### config.mk
export PLATFORM = sky130hd
export DESIGN_NAME = dac_sample_select
export DESIGN_NICKNAME = d
export VERILOG_FILES = /design/src/rtl/dac_sample_select_pkg.sv /design/src/rtl/dac_threshold_compare.sv /design/src/rtl/dac_sample_select.sv
export SDC_FILE = /design/constraint.sdc
export NUM_CORES = 1
export LEC_CHECK = 0
export BUFFER_PORTS_ARGS = -buffer_cell sky130_fd_sc_hd__clkbuf_2
export CORE_UTILIZATION = 41
export CTS_CLUSTER_DIAMETER = 40
export CTS_CLUSTER_SIZE = 8
export DETAILED_ROUTE_END_ITERATION = 10
export PLACE_DENSITY_LB_ADDON = 0.25
export SLEW_MARGIN = 5
export SYNTH_ARGS = -nofsm -noshare
export SYNTH_HDL_FRONTEND = slang
export SYNTH_SLANG_ARGS = --single-unit
### constraint.sdc
create_clock -name dataclk -period 2 [get_ports dataclk]
set_clock_uncertainty 0.05 [all_clocks]
set_input_delay 0.4 -clock dataclk [delete_from_list [all_inputs] [get_ports dataclk]]
set_output_delay 0.4 -clock dataclk [all_outputs]
set_load 0.03 [all_outputs]
### src/rtl/dac_sample_select_pkg.sv
// -----------------------------------------------------------------------------
// dac_sample_select_pkg
//
// Shared types, widths and defaults for the DAC sample-selection block and its
// threshold comparator. The threshold comparator is also intended for reuse by
// later TTL/threshold output logic, so the data widths live here rather than in
// the top module.
// -----------------------------------------------------------------------------
package dac_sample_select_pkg;

  // Field widths of the amplifier sample stream and sequencer state.
  localparam int STATE_W   = 32;
  localparam int STREAM_W  = 5;
  localparam int CHANNEL_W = 6;
  localparam int SAMPLE_W  = 16;
  localparam int STALE_W   = 8;

  // Main sequencer state at which a frame boundary occurs.
  localparam logic [STATE_W-1:0] MS_WAIT = 32'd99;

  // Offset-binary zero: the DAC output value after reset.
  localparam logic [SAMPLE_W-1:0] DAC_MIDSCALE = 16'h8000;

  // Default saturation value of the stale-frame counter.
  localparam logic [STALE_W-1:0] STALE_MAX_DEF = 8'd255;

  // Configuration snapshot taken at each frame boundary. Everything the
  // datapath uses from the host side is read from this snapshot only, so
  // host writes between boundaries never disturb a frame in progress.
  typedef struct packed {
    logic [STREAM_W-1:0]  stream;
    logic [CHANNEL_W-1:0] channel;
    logic                 manual_en;
    logic [SAMPLE_W-1:0]  manual;
    logic [SAMPLE_W-1:0]  thresh;
    logic                 pol;
    logic                 thresh_en;
  } dac_cfg_t;

  // Source chosen for DAC_input at a transfer.
  typedef enum logic [1:0] {
    SRC_HOLD   = 2'd0,
    SRC_MANUAL = 2'd1,
    SRC_SHADOW = 2'd2
  } dac_src_e;

  // Saturating increment of the stale-frame counter.
  function automatic logic [STALE_W-1:0] stale_inc(
    input logic [STALE_W-1:0] value,
    input logic [STALE_W-1:0] max_value
  );
    if (value >= max_value) begin
      return max_value;
    end
    return value + STALE_W'(1);
  endfunction

endpackage : dac_sample_select_pkg

### src/rtl/dac_threshold_compare.sv
// -----------------------------------------------------------------------------
// dac_threshold_compare
//
// Registered threshold-crossing flag for an offset-binary value. Offset binary
// preserves signed ordering, so a plain unsigned compare is correct.
//
// Ports:
//   clk      in   clock, rising edge
//   rst_n    in   asynchronous active-low reset (flag clears to 0)
//   dac_i    in   value under test (already registered upstream)
//   thresh_i in   threshold
//   pol_i    in   1: flag when dac_i >= thresh_i; 0: flag when dac_i <= thresh_i
//   en_i     in   compare enable; flag is forced low when 0
//   flag_o   out  registered result, one cycle behind its inputs
// -----------------------------------------------------------------------------
module dac_threshold_compare
  import dac_sample_select_pkg::*;
#(
  parameter int W = SAMPLE_W
) (
  input  logic         clk,
  input  logic         rst_n,
  input  logic [W-1:0] dac_i,
  input  logic [W-1:0] thresh_i,
  input  logic         pol_i,
  input  logic         en_i,
  output logic         flag_o
);

  logic flag_q;
  logic flag_d;

  always_comb begin
    flag_d = 1'b0;
    if (en_i) begin
      if (pol_i) begin
        flag_d = (dac_i >= thresh_i);
      end else begin
        flag_d = (dac_i <= thresh_i);
      end
    end
  end

  always_ff @(posedge clk or negedge rst_n) begin
    if (!rst_n) begin
      flag_q <= 1'b0;
    end else begin
      flag_q <= flag_d;
    end
  end

  assign flag_o = flag_q;

endmodule : dac_threshold_compare

### src/rtl/dac_sample_select.sv
// -----------------------------------------------------------------------------
// dac_sample_select
//
// Feeder for the AD5662 DAC serializer. Watches the per-sample amplifier data
// stream, captures the most recent sample of one selected (stream, channel)
// pair into a shadow register, and transfers either that sample or a manual
// value to DAC_input only at the frame boundary (main_state == ms_wait), so
// the value is stable while the serializer shifts it out.
//
// Ports:
//   dataclk          in   data clock, all logic on rising edge
//   reset_n          in   asynchronous active-low reset
//   main_state       in   main sequencer state; ms_wait marks frame boundary
//   sample_valid     in   one-cycle strobe qualifying sample_* fields
//   sample_stream    in   stream index of current sample
//   sample_channel   in   channel index of current sample
//   sample_data      in   amplifier sample, offset binary
//   DAC_stream_sel   in   requested stream         (latched at boundary)
//   DAC_channel_sel  in   requested channel        (latched at boundary)
//   DAC_manual_en    in   select manual value      (latched at boundary)
//   DAC_manual       in   manual value             (latched at boundary)
//   DAC_thresh       in   threshold                (latched at boundary)
//   DAC_thresh_pol   in   threshold polarity       (latched at boundary)
//   DAC_thresh_en    in   threshold enable         (latched at boundary)
//   DAC_input        out  value to DAC output stage
//   DAC_stale        out  1 = last transfer had no fresh sample
//   DAC_thresh_out   out  registered threshold flag, lags DAC_input by 1 cycle
//   stale_count      out  consecutive stale transfers, saturating
// -----------------------------------------------------------------------------
module dac_sample_select
  import dac_sample_select_pkg::*;
#(
  parameter logic [STATE_W-1:0] ms_wait   = MS_WAIT,
  parameter logic [STALE_W-1:0] STALE_MAX = STALE_MAX_DEF
) (
  input  logic                 dataclk,
  input  logic                 reset_n,
  input  logic [STATE_W-1:0]   main_state,
  input  logic                 sample_valid,
  input  logic [STREAM_W-1:0]  sample_stream,
  input  logic [CHANNEL_W-1:0] sample_channel,
  input  logic [SAMPLE_W-1:0]  sample_data,
  input  logic [STREAM_W-1:0]  DAC_stream_sel,
  input  logic [CHANNEL_W-1:0] DAC_channel_sel,
  input  logic                 DAC_manual_en,
  input  logic [SAMPLE_W-1:0]  DAC_manual,
  input  logic [SAMPLE_W-1:0]  DAC_thresh,
  input  logic                 DAC_thresh_pol,
  input  logic                 DAC_thresh_en,
  output logic [SAMPLE_W-1:0]  DAC_input,
  output logic                 DAC_stale,
  output logic                 DAC_thresh_out,
  output logic [STALE_W-1:0]   stale_count
);

  // ---------------------------------------------------------------------------
  // State
  // ---------------------------------------------------------------------------
  dac_cfg_t              cfg_q,    cfg_d;
  logic [SAMPLE_W-1:0]   shadow_q, shadow_d;
  logic                  hit_q,    hit_d;
  logic [SAMPLE_W-1:0]   dac_q,    dac_d;
  logic                  stale_q,  stale_d;
  logic [STALE_W-1:0]    count_q,  count_d;

  logic                  boundary;
  logic                  match;
  dac_src_e              src;

  assign boundary = (main_state == ms_wait);

  // Matching uses the configuration held before this edge, so a selection
  // change only takes effect for samples after the next boundary.
  assign match = sample_valid
              && (sample_stream  == cfg_q.stream)
              && (sample_channel == cfg_q.channel);

  // ---------------------------------------------------------------------------
  // Configuration snapshot
  // ---------------------------------------------------------------------------
  always_comb begin
    cfg_d = cfg_q;
    if (boundary) begin
      cfg_d.stream    = DAC_stream_sel;
      cfg_d.channel   = DAC_channel_sel;
      cfg_d.manual_en = DAC_manual_en;
      cfg_d.manual    = DAC_manual;
      cfg_d.thresh    = DAC_thresh;
      cfg_d.pol       = DAC_thresh_pol;
      cfg_d.thresh_en = DAC_thresh_en;
    end
  end

  // ---------------------------------------------------------------------------
  // Capture into the shadow register
  // ---------------------------------------------------------------------------
  // A match coinciding with a boundary belongs to the next frame: it loads the
  // shadow and re-arms hit, while the transfer on that same edge still uses the
  // pre-edge shadow/hit values.
  always_comb begin
    shadow_d = shadow_q;
    hit_d    = hit_q;
    if (match) begin
      shadow_d = sample_data;
      hit_d    = 1'b1;
    end else if (boundary) begin
      hit_d    = 1'b0;
    end
  end

  // ---------------------------------------------------------------------------
  // Transfer to DAC_input at the frame boundary
  // ---------------------------------------------------------------------------
  always_comb begin
    src = SRC_HOLD;
    if (cfg_q.manual_en) begin
      src = SRC_MANUAL;
    end else if (hit_q) begin
      src = SRC_SHADOW;
    end
  end

  always_comb begin
    dac_d   = dac_q;
    stale_d = stale_q;
    count_d = count_q;
    if (boundary) begin
      unique case (src)
        SRC_MANUAL: begin
          dac_d   = cfg_q.manual;
          stale_d = 1'b0;
        end
        SRC_SHADOW: begin
          dac_d   = shadow_q;
          stale_d = 1'b0;
        end
        default: begin
          stale_d = 1'b1;
        end
      endcase
      count_d = stale_d ? stale_inc(count_q, STALE_MAX) : '0;
    end
  end

  always_ff @(posedge dataclk or negedge reset_n) begin
    if (!reset_n) begin
      cfg_q    <= '0;
      shadow_q <= DAC_MIDSCALE;
      hit_q    <= 1'b0;
      dac_q    <= DAC_MIDSCALE;
      stale_q  <= 1'b1;
      count_q  <= '0;
    end else begin
      cfg_q    <= cfg_d;
      shadow_q <= shadow_d;
      hit_q    <= hit_d;
      dac_q    <= dac_d;
      stale_q  <= stale_d;
      count_q  <= count_d;
    end
  end

  // ---------------------------------------------------------------------------
  // Threshold flag: compares the registered DAC_input, hence the 1-cycle lag
  // ---------------------------------------------------------------------------
  dac_threshold_compare #(
    .W (SAMPLE_W)
  ) u_thresh (
    .clk      (dataclk),
    .rst_n    (reset_n),
    .dac_i    (dac_q),
    .thresh_i (cfg_q.thresh),
    .pol_i    (cfg_q.pol),
    .en_i     (cfg_q.thresh_en),
    .flag_o   (DAC_thresh_out)
  );

  assign DAC_input   = dac_q;
  assign DAC_stale   = stale_q;
  assign stale_count = count_q;

endmodule : dac_sample_select

==> After elaboration in Yosys (flattened, before gate mapping) <==
Index checks and enable logic that the tools add are counted.
{ "op_classes": {"n_addsub": 1, "order_cmp": 3, "n_eq_ne": 5, "mux": 14, "reduce_logical": 6} }
{ "op_table": {"columns": ["operator", "count"], "rows": [
  ["equality test 32 x 7 -> 1 bit, second input constant", 1],
  ["one-hot mux 16 bit (2 select lines)", 1],
  ["2-to-1 mux 8 bit", 3],
  ["greater-or-equal comparator 16 bit", 1],
  ["<= comparator 16 bit", 1],
  ["adder 8 x 1 -> 8 bit, second input constant", 1],
  ["greater-or-equal comparator 8 bit, second input constant", 1],
  ["2-to-1 mux 1 bit", 8],
  ["equality test 6 bit", 1],
  ["equality test 5 bit", 1],
  ["2-to-1 mux 2 bit", 2],
  ["nonzero test 2 bit", 2],
  ["equality test 2 x 1 -> 1 bit, second input constant", 1],
  ["equality test 2 bit, second input constant", 1],
  ["logical AND 1 bit", 2],
  ["AND reduction 2 bit", 1],
  ["OR reduction 2 bit", 1]
]} }
{ "word_totals": {"ff_bits": 89, "inputBits": 108, "out_inout_bits": 26, "word_cells": 42} }

==> Longest topological paths before layout <==
Gate-level depths: netlist of run 1.
{ "depth": {"ltp_word": 7, "mapped_depth": 7, "mapped_depth_nobuf": 7} }

==> Cells and area by module <==
A second synthesis of run 1 with hierarchy kept.
{ "unflattened": {"hier_cells": 327, "hier_area_um2": 4297.9} }
{ "modules_own_cells": {"columns": ["module", "instances", "cells_per_inst", "area_each_um2", "seq_area_each_um2"], "rows": [
  ["dac_sample_select", 1, 263, 3826.2, 2205.9],
  ["dac_threshold_compare", 1, 64, 471.7, 25.0]
]} }

==> Worst setup path before layout of run 1 <==
No wires, ideal clock.
{ "synth_path": {"path_kind": "flip-flop to flip-flop", "from": "register dac_q[14], in the netlist DAC_input[14]", "to": "register u_thresh.flag_q, in the netlist u_thresh.flag_o", "setup_time_ns": 0.086, "arrival_ns": 1.687, "required_ns": 1.864, "slack_ns": 0.177, "stages_incl_launch_ff": 7, "n_path_buf": 0, "period_less_slack_ns": 1.823, "cell_sequence": "dfrtp_1 > ha_1 > nand4_1 > nor4_1 > nand2_1 > and4_1 > nor3_1"} }
{ "synth_between": {"elab_chain_cells": 3, "word_cells_on_any_way": 4, "cone_classes": "order compare (2); mux (2)"} }
{ "synth_lines": {"columns": ["element", "line_no", "source"], "rows": [
  ["start, declared", "dac_sample_select.sv:62", "logic [SAMPLE_W-1:0] dac_q, dac_d;"],
  ["start signal, assigned", "dac_sample_select.sv:150", "dac_q <= DAC_MIDSCALE;"],
  ["start signal, assigned", "dac_sample_select.sv:157", "dac_q <= dac_d;"],
  ["<= comparator 16 bit / greater-or-equal comparator 16 bit (equally long branches)", "dac_threshold_compare.sv:39, dac_threshold_compare.sv:37", null],
  ["2-to-1 mux 1 bit (*)", "dac_threshold_compare.sv:36", "if (pol_i) begin"],
  ["2-to-1 mux 1 bit (*)", "dac_threshold_compare.sv:35", "if (en_i) begin"],
  ["named net u_thresh.flag_d", "dac_threshold_compare.sv:31", "logic flag_d;"],
  ["end signal, assigned", "dac_threshold_compare.sv:48", "flag_q <= flag_d;"],
  ["end, declared", "dac_threshold_compare.sv:30", "logic flag_q;"]
]} }
The timed path passes the listed nets; every way through them passes the cells marked *.
A chain may end at the register's enable or synchronous reset.

==> Worst setup path in the final report of run 1 <==
Ends and elaborated chain as after synthesis.

==> run summary, run 1 <==
Clock network
- CTS Root Cell: clkbuf_8
- CTS sink count: 89
- CTS tree: done
- TritonCTS Buffers: 9
- H-tree Lvls: 3
- clock latency reported for the late side of the worst-skew pair: 0.35 ns
- clock transition time at the flip-flop clock pins of the worst setup and hold paths: 0.09 ns
- maximum clock path buffer count: 2

Timing
- Final Max Tran Viols: 0
- Worst Max-Slew Pin Slew: 0.495 ns
- final period utilization: 0.921
- Peak Freq: 543 MHz
- tightest slew margin relative to the limit: 0.670
- minimum clock period: 1.84 ns
- post-layout worst setup margin: 0.158 ns
- Final Hold Fails: 0
- endpoints failing setup: 0
- RSZ-0062 raised after global routing: no
- summed negative setup slack over all endpoints: 0 ns

Power and ir drop
- P per Cell Area: 591 nW/um2
- maximum ir drop on the vdd rail: 365 uV
- Leakage Power: 2.82 nW

Global route
- global-route wire length before repair: 15300 um
- gr usage total: 0.177
- pin count of the biggest net entering global routing: 35
- grt ovf: 0
- via count of the first global-routing pass: 3157
- initial antenna violation count: 0

Route
- wire length per cell after detailed routing: 13.9 um
- Antenna Violating Nets Remaining: 0
- total wirelength of the detailed-routed design: 9090 um
- router iterations before antenna repair: 4
- drt first-iter violations: 113
- detailed-route DRC error count: 0
- Avg Vias per Cell: 4.77
- Via Count: 3112

Layout
- final-layout fill cell count: 971
- antenna cell count: 0
- area of combinational cells with multiple inputs: 1940 um2
- net total in the final layout: 636
- fraction of final layout cells with drive strength greater than 1: 0.477
- footprint of the flip-flops and latches: 2230 um2
- area growth from synthesis to layout: 25.1%

Logic synthesis
- share of the synthesized area in the top cell type: 0.491
- EDFF count, synth: 0
- post-synthesis cell type count: 41
- commonest register cell after synthesis: dfrtp_1
- share of flip-flops with an asynchronous set or reset: 1.00
- post-synthesis average cell area: 12.1 um2
- Post-Synthesis Net Count: 489
- Post-Synthesis Cell Area: 4390 um2
- biggest area consumer among synthesized cells: dfrtp_1
- list of most frequent post-synthesis cells: 86 x dfrtp_1, 45 x mux2_2, 28 x nand2_1
- register area share after synthesis: 0.509
- Synth warnings: 0
- flip-flop and latch count after synthesis: 89
- Mapped Cells: 364
- largest cells by area after synthesis: dfrtp_1 49%, mux2_2 12%, ha_1 4.8%
- count leader, synth: dfrtp_1

Flow run
- max-capacitance violation count: 0

Placed design
- routability congestion estimate from global placement: 0.775
- number of buffers inserted by port buffering: 133
- Placement Setup Slack: 0.0527 ns
- dpl hpwl: 7140 um

Floorplan
- Die Ht: 105 um
- count of pins on the block boundary: 134
- floorplan row count: 37
- initial standard-cell utilization of the core: 0.423
- die footprint: 11100 um2
- horizontal die dimension: 105 um
- area of the placeable core: 10400 um2

Setup path
- Crit Path Class: reg -> reg
- maximum fanout along the worst path: 4
- required time at the endpoint of the critical path: 2.20 ns
- endpoint arrival time on the critical path: 2.04 ns
- startpoint type of the worst setup path: flip-flop
- kind of end point of the critical path: flip-flop
- register-to-register setup slack: 0.16 ns

Run status
- run status: finished clean

Hold path
- hold crit path type: in -> reg

## registers in the layout, indices dropped and copies added (netlist names)
name	count
hit_q	1
u_thresh.flag_o	1
shadow_q	16
DAC_stale	1
DAC_input	16
stale_count	8
cfg_q	46
## worst max-delay path: stages (launching register included)
cell and delay (ns):
dfrtp_1 0.40, ha_1 0.34, nand4_1 0.18, nor4_2 0.34, nand2_1 0.07, and4_1 0.17, nor3_1 0.19
## path summary, 6_finish.rpt
| path | start | endpoint | cells after the start |
|---|---|---|---|
| worst min register to register | shadow_q[14]$_DFFE_PN0P_ | shadow_q[14]$_DFFE_PN0P_ | 1 |
| worst min-delay path | DAC_thresh[7] | cfg_q[9]$_DFFE_PN0N_ | 3 |
| min in group asynchronous | reset_n | cfg_q[43]$_DFFE_PN0N_ | 2 |
| max in group asynchronous | reset_n | DAC_input[15]$_DFFE_PN1P_ | 3 |
| worst max-delay path | DAC_input[14]$_DFFE_PN0P_ | u_thresh.flag_o$_DFF_PN0_ | 6 |
| worst max register to register | DAC_input[14]$_DFFE_PN0P_ | u_thresh.flag_o$_DFF_PN0_ | 6 |
## metrics by stage
| step | instance area, um2 | util | hold WS [ns] | total power, mW | instances |
|---|---|---|---|---|---|
| after floorplan | 4390 | - | 0.0544 | 1.87 | 364 |
| after global placement | 5270 | 0.508 | 0.316 | 2.02 | 635 |
| after detailed placement | 5270 | 0.508 | 0.325 | 2.02 | 635 |
| after CTS | 5480 | 0.529 | 0.188 | 3.29 | 652 |
| after global routing | 5490 | 0.529 | 0.182 | 3.38 | 652 |
| final | 5490 | 0.529 | 0.203 | 3.24 | 652 |
## layout by cell type, fill, tap and decap left out, types with 2 or more instances in the layout
| master | synthesis | final |
|---|---|---|
| clkbuf_2 | 0 | 132 |
| dfrtp_1 | 86 | 86 |
| mux2_2 | 45 | 45 |
| nand2_1 | 28 | 28 |
| o21ai_0 | 24 | 24 |
| nor2_1 | 20 | 20 |
| inv_1 | 19 | 19 |
| a21oi_2 | 19 | 19 |
| ha_1 | 17 | 17 |
| mux2i_1 | 16 | 16 |
| a21oi_1 | 13 | 13 |
| xnor2_1 | 11 | 11 |
| clkbuf_8 | 0 | 11 |
| buf_4 | 2 | 11 |
| nand4_1 | 8 | 8 |
| nor4_2 | 5 | 6 |
| buf_12 | 2 | 6 |
| nand3_1 | 5 | 5 |
| dfstp_2 | 3 | 3 |
| nand2b_1 | 3 | 3 |
| mux2_1 | 3 | 3 |
| and4_1 | 2 | 2 |
| nand4_2 | 2 | 2 |
| a41oi_1 | 2 | 2 |
| nor3_4 | 2 | 2 |
## report_power, final
part	internal (mW)	switching, mW	total (mW)
Combinational	0.101	0.0828	0.183
Clock	0.647	0.611	1.26
Sequential	1.80	0.00149	1.80
Total	2.55	0.696	3.24
## repair_timing
| action | in CTS | in global routing |
|---|---|---|
| buffers inserted | 0 | 0 |
| resized for setup | 0 | 1 |
| setup endpoints to repair | 0 | 1 |
| hold endpoints to repair | 27 | 0 |
| hold buffers | 1 | 0 |
## logic make-up after synthesis
family / synth area share
adder cells (fa/ha/maj): 0.0485
buffers and inverters: 0.0519
AO/OA/AOI/OAI: 0.0961
AND/OR/NAND/NOR: 0.113
XOR/XNOR: 0.0220
flip-flops: 0.509
multiplexers: 0.160
## metal layers
metal  vias to the layer above  global-route usage  wire length (um)
met3                         7              0.0353               391
met1                      1458               0.241              4300
met5                         -                   0                 0
met2                        73               0.284              4300
met4                         0              0.0543                95
li1                       1574                   -                 -
## layout make-up
type / instances / share of cell area
sequential: 89 / 0.406
multi-input combinational: 242 / 0.353
timing repair buffer: 150 / 0.159
tap: 136 / 0.0310
clock buffer: 12 / 0.0283
inverter: 19 / 0.0130
clock inverter: 4 / 0.00935
(Power assumes the default switching activity.)
==> run 2: changes to the inputs <==
CORE_MARGIN = 3   (was unset)
==> run summary, run 2 (synthesis gave the netlist of run 1 again) <==
Run status
- run status: finished clean

Power and ir drop
- P per Cell Area: 611 nW/um2, +3.4%
- overall power of the completed layout: 3.37 mW, +3.8%
- portion of total power attributed to sequential cells: 0.535, -0.021
- Switch Pwr: 725 uW, +4.3%
- Gate power share: 0.054, -0.003
- maximum ir drop on the vdd rail: 299 uV, -18%
- cell-internal power: 2.64 mW, +3.7%
- switching share of power: 0.215, +0.000933
- portion of total power attributed to the clock network: 0.411, +0.023
- Leakage Power: 2.84 nW, +0.52%

Floorplan
- floorplan row count: 37, unchanged
- area of the placeable core: 10400 um2, unchanged
- horizontal die dimension: 109 um, +3.8%
- initial standard-cell utilization of the core: 0.423, unchanged
- die footprint: 12000 um2, +7.7%
- Die Ht: 109 um, +3.8%
- count of pins on the block boundary: 134, unchanged

Timing
- tightest slew margin relative to the limit: 0.649, -0.0213
- final period utilization: 0.922, +0.00107
- Final Max Tran Viols: 0, unchanged
- Peak Freq: 542 MHz, -0.12%
- endpoints failing setup: 0, unchanged
- Final Hold Fails: 0, unchanged
- summed negative setup slack over all endpoints: 0 ns, unchanged
- Worst Max-Slew Pin Slew: 0.527 ns, +0.0325 ns
- minimum clock period: 1.84 ns, +0.00213 ns

Clock network
- maximum clock path buffer count: 2, unchanged
- Setup Fix Bufs, Post-CTS: 0, unchanged
- TritonCTS Buffers: 9, unchanged
- CTS tree: done
- clock transition time at the flip-flop clock pins of the worst setup and hold paths: 0.09 ns, about the same
- CTS Root Cell: clkbuf_8
- H-tree Lvls: 3, unchanged
- CTS sink count: 89, unchanged
- clock latency reported for the late side of the worst-skew pair: 0.35 ns, about the same

Setup path
- required time at the endpoint of the critical path: 2.21 ns, about the same
- endpoint arrival time on the critical path: 2.05 ns, about the same
- Largest stage delay, worst path: 0.57 ns, +0.17 ns
- maximum fanout along the worst path: 3, -1
- kind of end point of the critical path: flip-flop
- timing startpoint of the critical path: DAC_input[15]$_DFFE_PN1P_
- worst-path cell chain: ha_1 > nand4_1 > nor4_2 > nand2_1 > and4_1 > nor3_1
- startpoint type of the worst setup path: flip-flop
- Crit Path Class: reg -> reg
- worst flop-to-flop path startpoint: DAC_input[15]$_DFFE_PN1P_
- master of the slowest instance on the critical path: dfstp_2
- Worst Reg-to-Reg Cells: 6, unchanged

Layout
- fraction of final layout cells with drive strength greater than 1: 0.482, +0.00488
- final-layout fill cell count: 980, +0.93%
- area of combinational cells with multiple inputs: 1940 um2, +0.32%
- register ranked first by flip-flop count: cfg_q
- net total in the final layout: 637, +0.16%
- most frequent cells in the layout: 132 x clkbuf_2, 86 x dfrtp_1, 45 x mux2_2
- footprint of the flip-flops and latches: 2230 um2, unchanged
- max reg flops: 46, unchanged
- most common cell after layout, fill and taps aside: clkbuf_2
- antenna cell count: 0, unchanged
- area growth from synthesis to layout: 25.6%

Route
- drt first-iter violations: 98, -13%
- detailed-route DRC error count: 0, unchanged
- Routed met3 length: 407 um, +4.1%
- Avg Vias per Cell: 4.81, +0.87%
- Antenna Violating Nets Remaining: 0, unchanged
- routed metal-1 wirelength: 4490 um, +4.4%
- Via Count: 3144, +1.0%
- total wirelength of the detailed-routed design: 9720 um, +7.0%
- top sig layer: met4
- wire length per cell after detailed routing: 14.9 um, +6.8%
- router iterations before antenna repair: 4, unchanged
- routed wl met2: 4710 um, +9.3%

Placed design
- number of buffers inserted by port buffering: 133, unchanged
- routability congestion estimate from global placement: 0.821, +5.9%
- dpl hpwl: 7570 um, +6.0%

Global route
- global-route wire length before repair: 15700 um, +2.4%
- initial antenna violation count: 0, unchanged
- via count of the first global-routing pass: 3192, +1.1%
- gr usage total: 0.170, -0.00642
- grt ovf: 0, unchanged
- pin count of the biggest net entering global routing: 38, +8.6%

Flow run
- max-capacitance violation count: 0, unchanged

Hold path
- origin of the worst min-delay path: DAC_thresh[1]
- hold crit path type: in -> reg
- Hold Path Depth: 3, unchanged

==> run 2: cell count changes in the layout (fill, tap and decap cells not counted) <==
cell | before | now
buf_4 | 11 | 13
a221oi_1 | 1 | 0
a221oi_2 | 0 | 1
buf_12 | 6 | 5
bufinv_16 | 1 | 2
clkbuf_1 | 1 | 0
clkbuf_8 | 11 | 10
inv_6 | 0 | 1
==> run 2: worst max-delay path: cells and delay by family, from the launching register on <==
| family | cells | cell delay (ns) |
|---|---|---|
| AND/OR/NAND/NOR | 5 | 0.94 |
| adder cells (fa/ha/maj) | 1 | 0.19 |
| flip-flops | 1 | 0.57 |
==> run 2: worst paths after layout <==
check                                       endpoint  slack, ns
min reg2reg                  shadow_q[9]$_DFFE_PN0P_       0.45
max in group asynchronous  u_thresh.flag_o$_DFF_PN0_       0.80
min in group asynchronous   DAC_input[4]$_DFFE_PN0P_       0.49
max reg2reg                u_thresh.flag_o$_DFF_PN0_       0.16
min                             cfg_q[3]$_DFFE_PN0N_       0.20
max                        u_thresh.flag_o$_DFF_PN0_       0.16
==> run 2: timing repair <==
action / in CTS / in global routing
hold buffers: 1 / 0
setup endpoints to repair: 0 / 1
endpoints found under the hold margin: 31 / 0
gates resized for setup: 0 / 2
==> run 2: per-stage QoR <==
step / util / worst slack (ns) / cell area, um2 / instances / hold WS [ns]
after global routing: 0.531 / -0.0158 / 5510 / 653 / 0.203
after global placement: 0.507 / 0.00000189 / 5260 / 636 / 0.357
after detailed placement: 0.507 / -0.0642 / 5260 / 636 / 0.365
after CTS: 0.530 / 0.118 / 5500 / 653 / 0.187
after floorplan: - / 0.177 / 4390 / 364 / 0.0544
final: 0.531 / 0.156 / 5510 / 653 / 0.199
==> run 2: final cells by class <==
class,count,share of cell area
Timing Repair Buffer,151,0.158
Multi-Input combinational cell,242,0.353
Clock inverter,6,0.0163
Inverter,19,0.0129
Tap cell,136,0.0309
Sequential cell,89,0.405
Clock buffer,10,0.0250
==> run 2: power groups by stage <==
stage                     sequential [mW]  clock [mW]  combinational, mW
final                                1.80        1.38              0.183
after global routing                 1.80        1.50              0.206
after CTS                            1.80        1.43              0.189
after detailed placement             1.84           0              0.186
after global placement               1.84           0              0.181
after floorplan                      1.84           0             0.0270
==> run 2: metal layers <==
metal / up-vias / GRT usage
met3: 8 / 0.0329
met2: 62 / 0.276
met4: 0 / 0.0543
met5: - / 0
li1: 1590 / -
met1: 1484 / 0.231
